$ cat config.mk
export PLATFORM = sky130hd
export DESIGN_NAME = wb_stage_flat
export DESIGN_NICKNAME = d
export VERILOG_FILES = /design/src/rtl/wb_stage_if.sv /design/src/rtl/wb_stage.sv /design/src/flat_wrapper.sv
export SDC_FILE = /design/constraint.sdc
export NUM_CORES = 1
export LEC_CHECK = 0
export BUFFER_PORTS_ARGS = -buffer_cell sky130_fd_sc_hd__buf_2
export CAP_MARGIN = 10
export CORE_ASPECT_RATIO = 1.1
export CORE_MARGIN = 4
export CORE_UTILIZATION = 39
export DETAILED_ROUTE_END_ITERATION = 10
export GPL_TIMING_DRIVEN = 0
export HOLD_SLACK_MARGIN = 0.15
export PLACE_DENSITY = 0.7
export SLEW_MARGIN = 20
export SYNTH_ARGS = -nofsm -noshare
export SYNTH_HDL_FRONTEND = slang
export SYNTH_SLANG_ARGS = --single-unit
$ cat constraint.sdc
create_clock -name Clock -period 4.1 [get_ports Clock]
set_clock_uncertainty 0.05 [all_clocks]
set_input_delay 0.615 -clock Clock [delete_from_list [all_inputs] [get_ports Clock]]
set_output_delay 0.615 -clock Clock [all_outputs]
set_load 0.01 [all_outputs]
$ cat src/rtl/wb_stage_if.sv
// MEM-to-WB stage bundle: stage inputs, register-file write port and forwarding copy.
// The HI/LO signals exist only when WB_HILO_EN is defined.
interface wb_stage_if #(
    parameter int DW = 32,
    parameter int AW = 5
);
    logic          Stall;
    logic          Flush;
    logic          ValidIn;
    logic          RegWriteIn;
    logic          MemtoReg;
    logic          MULOp;
    logic [2:0]    Memfunc;
    logic [AW-1:0] RAddrIn;
    logic [1:0]    MemAddrLo;
    logic [DW-1:0] ALUData;
    logic [DW-1:0] MemData;
    logic          RegWrite;
    logic [AW-1:0] RegAddr;
    logic [DW-1:0] RData;
    logic          Misalign;
    logic          FwdValid;
    logic [AW-1:0] FwdAddr;
    logic [DW-1:0] FwdData;
`ifdef WB_HILO_EN
    logic [DW-1:0] MulHi;
    logic [DW-1:0] MulLo;
    logic [1:0]    HiLoSel;
    logic [DW-1:0] HiReg;
    logic [DW-1:0] LoReg;
`endif

    // Handshake: none; Stall holds and Flush bubbles the stage register on the rising edge.
    modport master (
`ifdef WB_HILO_EN
        output MulHi, MulLo, HiLoSel,
        input  HiReg, LoReg,
`endif
        output Stall, Flush, ValidIn, RegWriteIn, MemtoReg, MULOp,
        output Memfunc, RAddrIn, MemAddrLo, ALUData, MemData,
        input  RegWrite, RegAddr, RData, Misalign, FwdValid, FwdAddr, FwdData
    );

    modport slave (
`ifdef WB_HILO_EN
        input  MulHi, MulLo, HiLoSel,
        output HiReg, LoReg,
`endif
        input  Stall, Flush, ValidIn, RegWriteIn, MemtoReg, MULOp,
        input  Memfunc, RAddrIn, MemAddrLo, ALUData, MemData,
        output RegWrite, RegAddr, RData, Misalign, FwdValid, FwdAddr, FwdData
    );
endinterface

$ cat src/rtl/wb_stage.sv
// Write-back stage: registers MEM results, extracts big-endian load data, drives the GPR
// write port once per instruction and a forwarding copy. Optional HI/LO via WB_HILO_EN.
module wb_stage #(
    parameter int DW = 32,
    parameter int AW = 5
) (
    input  logic     Clock,
    input  logic     Reset,
    wb_stage_if.slave wb
);
    logic          r_valid;
    logic          r_wr;
    logic          r_m2r;
    logic          r_committed;
    logic [2:0]    r_func;
    logic [AW-1:0] r_addr;
    logic [1:0]    r_off;
    logic [DW-1:0] r_alu;
    logic [DW-1:0] r_mem;
    logic          r_fwd_valid;
    logic [AW-1:0] r_fwd_addr;
    logic [DW-1:0] r_fwd_data;

    logic          w_load;
    logic          w_we;
    logic          w_mis;
    logic          w_is_word;
    logic [7:0]    w_byte;
    logic [15:0]   w_half;
    logic [DW-1:0] w_ext;
    logic [DW-1:0] w_data;

`ifdef WB_HILO_EN
    logic          r_mul;
    logic [1:0]    r_sel;
    logic [DW-1:0] r_mulhi;
    logic [DW-1:0] r_mullo;
    logic [DW-1:0] r_hi;
    logic [DW-1:0] r_lo;
`else
    logic          w_unused_mulop;
    assign w_unused_mulop = wb.MULOp;
`endif

    // Flush overrides Stall, so the register takes new contents whenever either allows it.
    assign w_load = wb.Flush | ~wb.Stall;

    always_ff @(posedge Clock or posedge Reset) begin
        if (Reset) begin
            r_valid     <= 1'b0;
            r_wr        <= 1'b0;
            r_m2r       <= 1'b0;
            r_committed <= 1'b0;
            r_func      <= '0;
            r_addr      <= '0;
            r_off       <= '0;
            r_alu       <= '0;
            r_mem       <= '0;
`ifdef WB_HILO_EN
            r_mul       <= 1'b0;
            r_sel       <= '0;
            r_mulhi     <= '0;
            r_mullo     <= '0;
`endif
        end else if (w_load) begin
            r_valid     <= wb.ValidIn & ~wb.Flush;
            r_wr        <= wb.RegWriteIn;
            r_m2r       <= wb.MemtoReg;
            r_committed <= 1'b0;
            r_func      <= wb.Memfunc;
            r_addr      <= wb.RAddrIn;
            r_off       <= wb.MemAddrLo;
            r_alu       <= wb.ALUData;
            r_mem       <= wb.MemData;
`ifdef WB_HILO_EN
            r_mul       <= wb.MULOp;
            r_sel       <= wb.HiLoSel;
            r_mulhi     <= wb.MulHi;
            r_mullo     <= wb.MulLo;
`endif
        end else if (r_valid) begin
            // A held instruction has had its one write cycle; suppress repeats while stalled.
            r_committed <= 1'b1;
        end
    end

    always_comb begin
        w_byte = r_mem[7:0];
        case (r_off)
            2'd0:    w_byte = r_mem[31:24];
            2'd1:    w_byte = r_mem[23:16];
            2'd2:    w_byte = r_mem[15:8];
            default: w_byte = r_mem[7:0];
        endcase
        w_half = r_off[1] ? r_mem[15:0] : r_mem[31:16];
        w_ext  = r_mem;
        case (r_func)
            3'b000:  w_ext = {{24{w_byte[7]}}, w_byte};
            3'b100:  w_ext = {24'd0, w_byte};
            3'b001:  w_ext = {{16{w_half[15]}}, w_half};
            3'b101:  w_ext = {16'd0, w_half};
            default: w_ext = r_mem;
        endcase
        w_data = r_m2r ? w_ext : r_alu;
`ifdef WB_HILO_EN
        if (r_sel != 2'b00) begin
            w_data = r_sel[1] ? r_hi : r_lo;
        end
`endif
    end

    assign w_is_word = (r_func[1:0] != 2'b00) && (r_func[1:0] != 2'b01);
    assign w_mis     = r_m2r & (((r_func[1:0] == 2'b01) & r_off[0]) |
                                (w_is_word & (r_off != 2'b00)));

`ifdef WB_HILO_EN
    assign w_we = r_valid & r_wr & ~r_committed & (r_addr != '0) & ~r_mul;
`else
    assign w_we = r_valid & r_wr & ~r_committed & (r_addr != '0);
`endif

    assign wb.RegWrite = w_we;
    assign wb.RegAddr  = r_valid ? r_addr : '0;
    assign wb.RData    = r_valid ? w_data : '0;
    assign wb.Misalign = r_valid & w_mis;

    always_ff @(posedge Clock or posedge Reset) begin
        if (Reset) begin
            r_fwd_valid <= 1'b0;
            r_fwd_addr  <= '0;
            r_fwd_data  <= '0;
        end else if (w_we) begin
            r_fwd_valid <= 1'b1;
            r_fwd_addr  <= r_addr;
            r_fwd_data  <= w_data;
        end else begin
            r_fwd_valid <= 1'b0;
        end
    end

    assign wb.FwdValid = r_fwd_valid;
    assign wb.FwdAddr  = r_fwd_addr;
    assign wb.FwdData  = r_fwd_data;

`ifdef WB_HILO_EN
    always_ff @(posedge Clock or posedge Reset) begin
        if (Reset) begin
            r_hi <= '0;
            r_lo <= '0;
        end else if (r_valid & r_mul & ~r_committed) begin
            r_hi <= r_mulhi;
            r_lo <= r_mullo;
        end
    end

    assign wb.HiReg = r_valid ? r_hi : '0;
    assign wb.LoReg = r_valid ? r_lo : '0;
`endif
endmodule

$ cat src/flat_wrapper.sv
// flat-port wrapper written by rule: the top's interface ports become plain ports
module wb_stage_flat 
#(
    parameter int DW = 32,
    parameter int AW = 5
)
  (Clock, Reset, wb_Stall, wb_Flush, wb_ValidIn, wb_RegWriteIn, wb_MemtoReg, wb_MULOp, wb_Memfunc, wb_RAddrIn, wb_MemAddrLo, wb_ALUData, wb_MemData, wb_RegWrite, wb_RegAddr, wb_RData, wb_Misalign, wb_FwdValid, wb_FwdAddr, wb_FwdData);
  wb_stage_if #(.DW(DW), .AW(AW)) wb_i ();
  input  logic Clock;
  input  logic Reset;
  input wire logic [$bits(wb_i.Stall)-1:0] wb_Stall;
  input wire logic [$bits(wb_i.Flush)-1:0] wb_Flush;
  input wire logic [$bits(wb_i.ValidIn)-1:0] wb_ValidIn;
  input wire logic [$bits(wb_i.RegWriteIn)-1:0] wb_RegWriteIn;
  input wire logic [$bits(wb_i.MemtoReg)-1:0] wb_MemtoReg;
  input wire logic [$bits(wb_i.MULOp)-1:0] wb_MULOp;
  input wire logic [$bits(wb_i.Memfunc)-1:0] wb_Memfunc;
  input wire logic [$bits(wb_i.RAddrIn)-1:0] wb_RAddrIn;
  input wire logic [$bits(wb_i.MemAddrLo)-1:0] wb_MemAddrLo;
  input wire logic [$bits(wb_i.ALUData)-1:0] wb_ALUData;
  input wire logic [$bits(wb_i.MemData)-1:0] wb_MemData;
  output wire logic [$bits(wb_i.RegWrite)-1:0] wb_RegWrite;
  output wire logic [$bits(wb_i.RegAddr)-1:0] wb_RegAddr;
  output wire logic [$bits(wb_i.RData)-1:0] wb_RData;
  output wire logic [$bits(wb_i.Misalign)-1:0] wb_Misalign;
  output wire logic [$bits(wb_i.FwdValid)-1:0] wb_FwdValid;
  output wire logic [$bits(wb_i.FwdAddr)-1:0] wb_FwdAddr;
  output wire logic [$bits(wb_i.FwdData)-1:0] wb_FwdData;
  assign wb_i.Stall = wb_Stall;
  assign wb_i.Flush = wb_Flush;
  assign wb_i.ValidIn = wb_ValidIn;
  assign wb_i.RegWriteIn = wb_RegWriteIn;
  assign wb_i.MemtoReg = wb_MemtoReg;
  assign wb_i.MULOp = wb_MULOp;
  assign wb_i.Memfunc = wb_Memfunc;
  assign wb_i.RAddrIn = wb_RAddrIn;
  assign wb_i.MemAddrLo = wb_MemAddrLo;
  assign wb_i.ALUData = wb_ALUData;
  assign wb_i.MemData = wb_MemData;
  assign wb_RegWrite = wb_i.RegWrite;
  assign wb_RegAddr = wb_i.RegAddr;
  assign wb_RData = wb_i.RData;
  assign wb_Misalign = wb_i.Misalign;
  assign wb_FwdValid = wb_i.FwdValid;
  assign wb_FwdAddr = wb_i.FwdAddr;
  assign wb_FwdData = wb_i.FwdData;
  wb_stage #(.DW(DW), .AW(AW)) u_core (.Clock(Clock), .Reset(Reset), .wb(wb_i));
endmodule
==> flow_summary.json <==
{
  "synthAdderAreaFrac_pct": 0,
  "area_growth_pct": 29.0,
  "min_path_cells": 2,
  "io_pins": 159,
  "synth-xor-area-share_pct": 0,
  "powerDensity_nw_per_um2": 496,
  "muxShareOfSynthArea_pct": 18.3,
  "port_buffers": 157,
  "synth_cell_types": 50,
  "max_freq_mhz": 310,
  "drt_iter0_drc": 328,
  "cts_tree": "yes",
  "die-area_um2": 16300,
  "syn_avg_cell_area_um2": 11.2,
  "num_vias": 4759,
  "worst_ep_required_time_ns": 3.43,
  "cts.clk_slew.worst_paths_ns": 0.05,
  "critPathArrivalTime_ns": 2.56,
  "cp-end-kind": "output port",
  "grt_pass1_vias": 5061,
  "synthCells": 497,
  "final_nets": 757,
  "min_from": "wb_Flush",
  "p_leak_nw": 3.43,
  "synth_compound_area_share_pct": 13.9,
  "maxCapViolCount": 0,
  "finalSetupViolations": 0,
  "routed_wl_um": 17600,
  "finalSetupTns_ns": 0,
  "finalMaxSlewViolations": 0,
  "worst_slew_pin_slew_ns": 0.722,
  "drc": 0,
  "path_max_fanout": 10,
  "post_cts_buffers": 0,
  "maxSlewHeadroom_pct": 51.9,
  "grt_overflow_total": 0,
  "synth_edf_count": 0,
  "clock_latency_ns": 0.41,
  "synth_nets": 579,
  "synthFlopType": "dfrtp_1",
  "ys_ff_latch": 116,
  "synth_top_family_by_area": "multiplexers",
  "detail_route.wl_per_cell_um": 20.1,
  "swShare_pct": 28.3,
  "holdPathEnd": "u_core.r_valid",
  "core_area_um2": 13900,
  "ys_async_sr_fraction_pct": 100,
  "ff2ff_path_depth": 4,
  "via_per_inst": 5.45,
  "outcome": "completed",
  "rsz0062_at_grt": "no",
  "hold_path_class": "input pin to register",
  "die_y_um": 133,
  "timing.rr.start": "u_core.r_m2r",
  "hold_violations": 0,
  "total_power_mw": 3.56,
  "place_hpwl_um": 13500,
  "yosys_warnings": 0,
  "cts.sinks": 116,
  "ant_nets": 0,
  "cts_root_buf": "clkbuf_16",
  "synth_area_um2": 5570,
  "p_clk_share_pct": 38.6,
  "cts_resized": 0,
  "cts_hold_buf": 1,
  "grt_max_degree": 80,
  "worst-r2r-setup-slack_ns": 1.92,
  "finalWorstPathRequiredPeriod_ns": 3.23,
  "drive_gt1_share_pct": 43.9,
  "cts_made_buffers": 17,
  "track_usage_pct": 22.0,
  "cp-start-kind": "register",
  "p_sw_mw": 1.01,
  "r2r-end": "u_core.wb.FwdData[1]",
  "gp_congestion": 0.896,
  "ir_drop_uv": 270,
  "dr.pass1.iters": 5,
  "synth_simple_gate_area_share_pct": 11.2,
  "grt_pass1_wl_um": 27200,
  "combPwrFrac_pct": 20.7,
  "seq_area_frac_synth_pct": 52.1,
  "grt_antenna_before_repair": 1,
  "rows": 45,
  "h-tree-depth": 4,
  "die_w_um": 122,
  "post-route-period-util_pct": 78.7,
  "p_int_mw": 2.55,
  "cts_buffer_depth": 2,
  "start_util_pct": 40.0,
  "critPathKind": "register to output port",
  "seq_power_share_pct": 40.8
}
-- flip-flops by register name (all words and copies together), names as in the netlist --
signal,count
u_core.r_off,2
u_core.r_alu,32
u_core.r_addr,5
u_core.wb.FwdAddr,5
u_core.r_wr,1
u_core.r_valid,1
u_core.r_func,3
u_core.wb.FwdData,32
u_core.r_m2r,1
u_core.r_committed,1
u_core.r_mem,32
u_core.wb.FwdValid,1
-- power groups by stage --
stage                     Clock (mW)  Combinational [mW]  Sequential, mW
after global placement             0               0.709            1.46
final                           1.37               0.737            1.45
after floorplan                    0               0.385            1.49
after global routing            1.45               0.806            1.47
after detailed placement           0               0.734            1.47
after CTS                       1.39               0.739            1.45
-- cells by family after synthesis --
logic type	Yosys count
flip-flops	116
buffers and inverters	54
AO/OA/AOI/OAI	117
AND/OR/NAND/NOR	120
multiplexers	90
-- how the worst max path moves through the flow --
stage / cells past startpoint / endpoint / start
after floorplan: 1 / u_core.r_addr[0] / Reset
final: 5 / wb_RData[2] / u_core.r_m2r
after detailed placement: 5 / wb_RData[2] / u_core.r_m2r
after CTS: 5 / wb_RData[2] / u_core.r_m2r
after global placement: 2 / u_core.r_alu[26] / Reset
after global routing: 5 / wb_RData[2] / u_core.r_m2r
-- Yosys cell counts, drive strengths merged, types with 8 or more instances --
master	instances	share of area, %
a21oi	40	3.8
a22o	8	1.3
a31oi	21	2.4
and2	13	1.5
and3	21	2.4
buf	26	2.5
clkbuf	14	0.94
dfrtp	116	52
inv	13	0.88
mux2	84	17
nand2	26	1.8
nor2	27	1.8
nor2b	8	0.90
o21ai	15	1.4
-- layer usage --
layer | GRT usage, % | vias to the layer above | wire [um]
li1 | - | 2146 | -
met1 | 27.3 | 2387 | 7110
met2 | 37.0 | 194 | 8960
met3 | 5.05 | 32 | 972
met4 | 8.72 | 0 | 544
met5 | 0 | - | 0
-- final cells by class --
| class | instances | area (um2) |
|---|---|---|
| Antenna cell | 1 | 2.50 |
| Buffer | 40 | 194 |
| Clock buffer | 24 | 502 |
| Clock inverter | 5 | 50.0 |
| Fill cell | 1296 | 6720 |
| Inverter | 14 | 57.6 |
| Multi-Input combinational cell | 327 | 2420 |
| Sequential cell | 116 | 2900 |
| Tap cell | 188 | 235 |
| Timing Repair Buffer | 159 | 823 |
-- cells in the final DEF, fill, tap and decap left out, types with 5 or more instances in the layout --
| cell type | n |
|---|---|
| a21oi_1 | 39 |
| a22o_1 | 8 |
| a22oi_1 | 5 |
| a31oi_1 | 21 |
| and2_1 | 13 |
| and3_1 | 19 |
| buf_1 | 5 |
| buf_2 | 174 |
| clkbuf_1 | 16 |
| clkbuf_16 | 17 |
| clkbuf_8 | 5 |
| dfrtp_1 | 116 |
| inv_1 | 11 |
| mux2_2 | 82 |
| mux2i_1 | 5 |
| nand2_1 | 26 |
| nand2b_1 | 5 |
| nor2_1 | 27 |
| nor2b_1 | 8 |
| nor3_1 | 5 |
| o21ai_0 | 14 |
| or3_1 | 6 |
-- critical path: stages (launching register included) --
cell,delay [ns]
dfrtp_1,0.52
clkbuf_1,0.41
buf_1,0.48
o21ai_0,0.28
nor3_1,0.28
buf_2,0.19
-- metrics by stage --
stage	cell area (um2)	utilization (%)	setup WS [ns]	instances	hold slack [ns]
6_report	7190	51.7	0.871	874	0.320
3_3_place_gp	6590	47.4	-0.728	842	0.408
4_1_cts	7180	51.7	0.936	873	0.306
2_1_floorplan	5570	-	0.363	497	0.394
3_5_place_dp	6620	47.6	1.37	843	0.419
5_1_grt	7190	51.7	0.749	874	0.311
No activity file was read; power rests on OpenSTA's default activity.
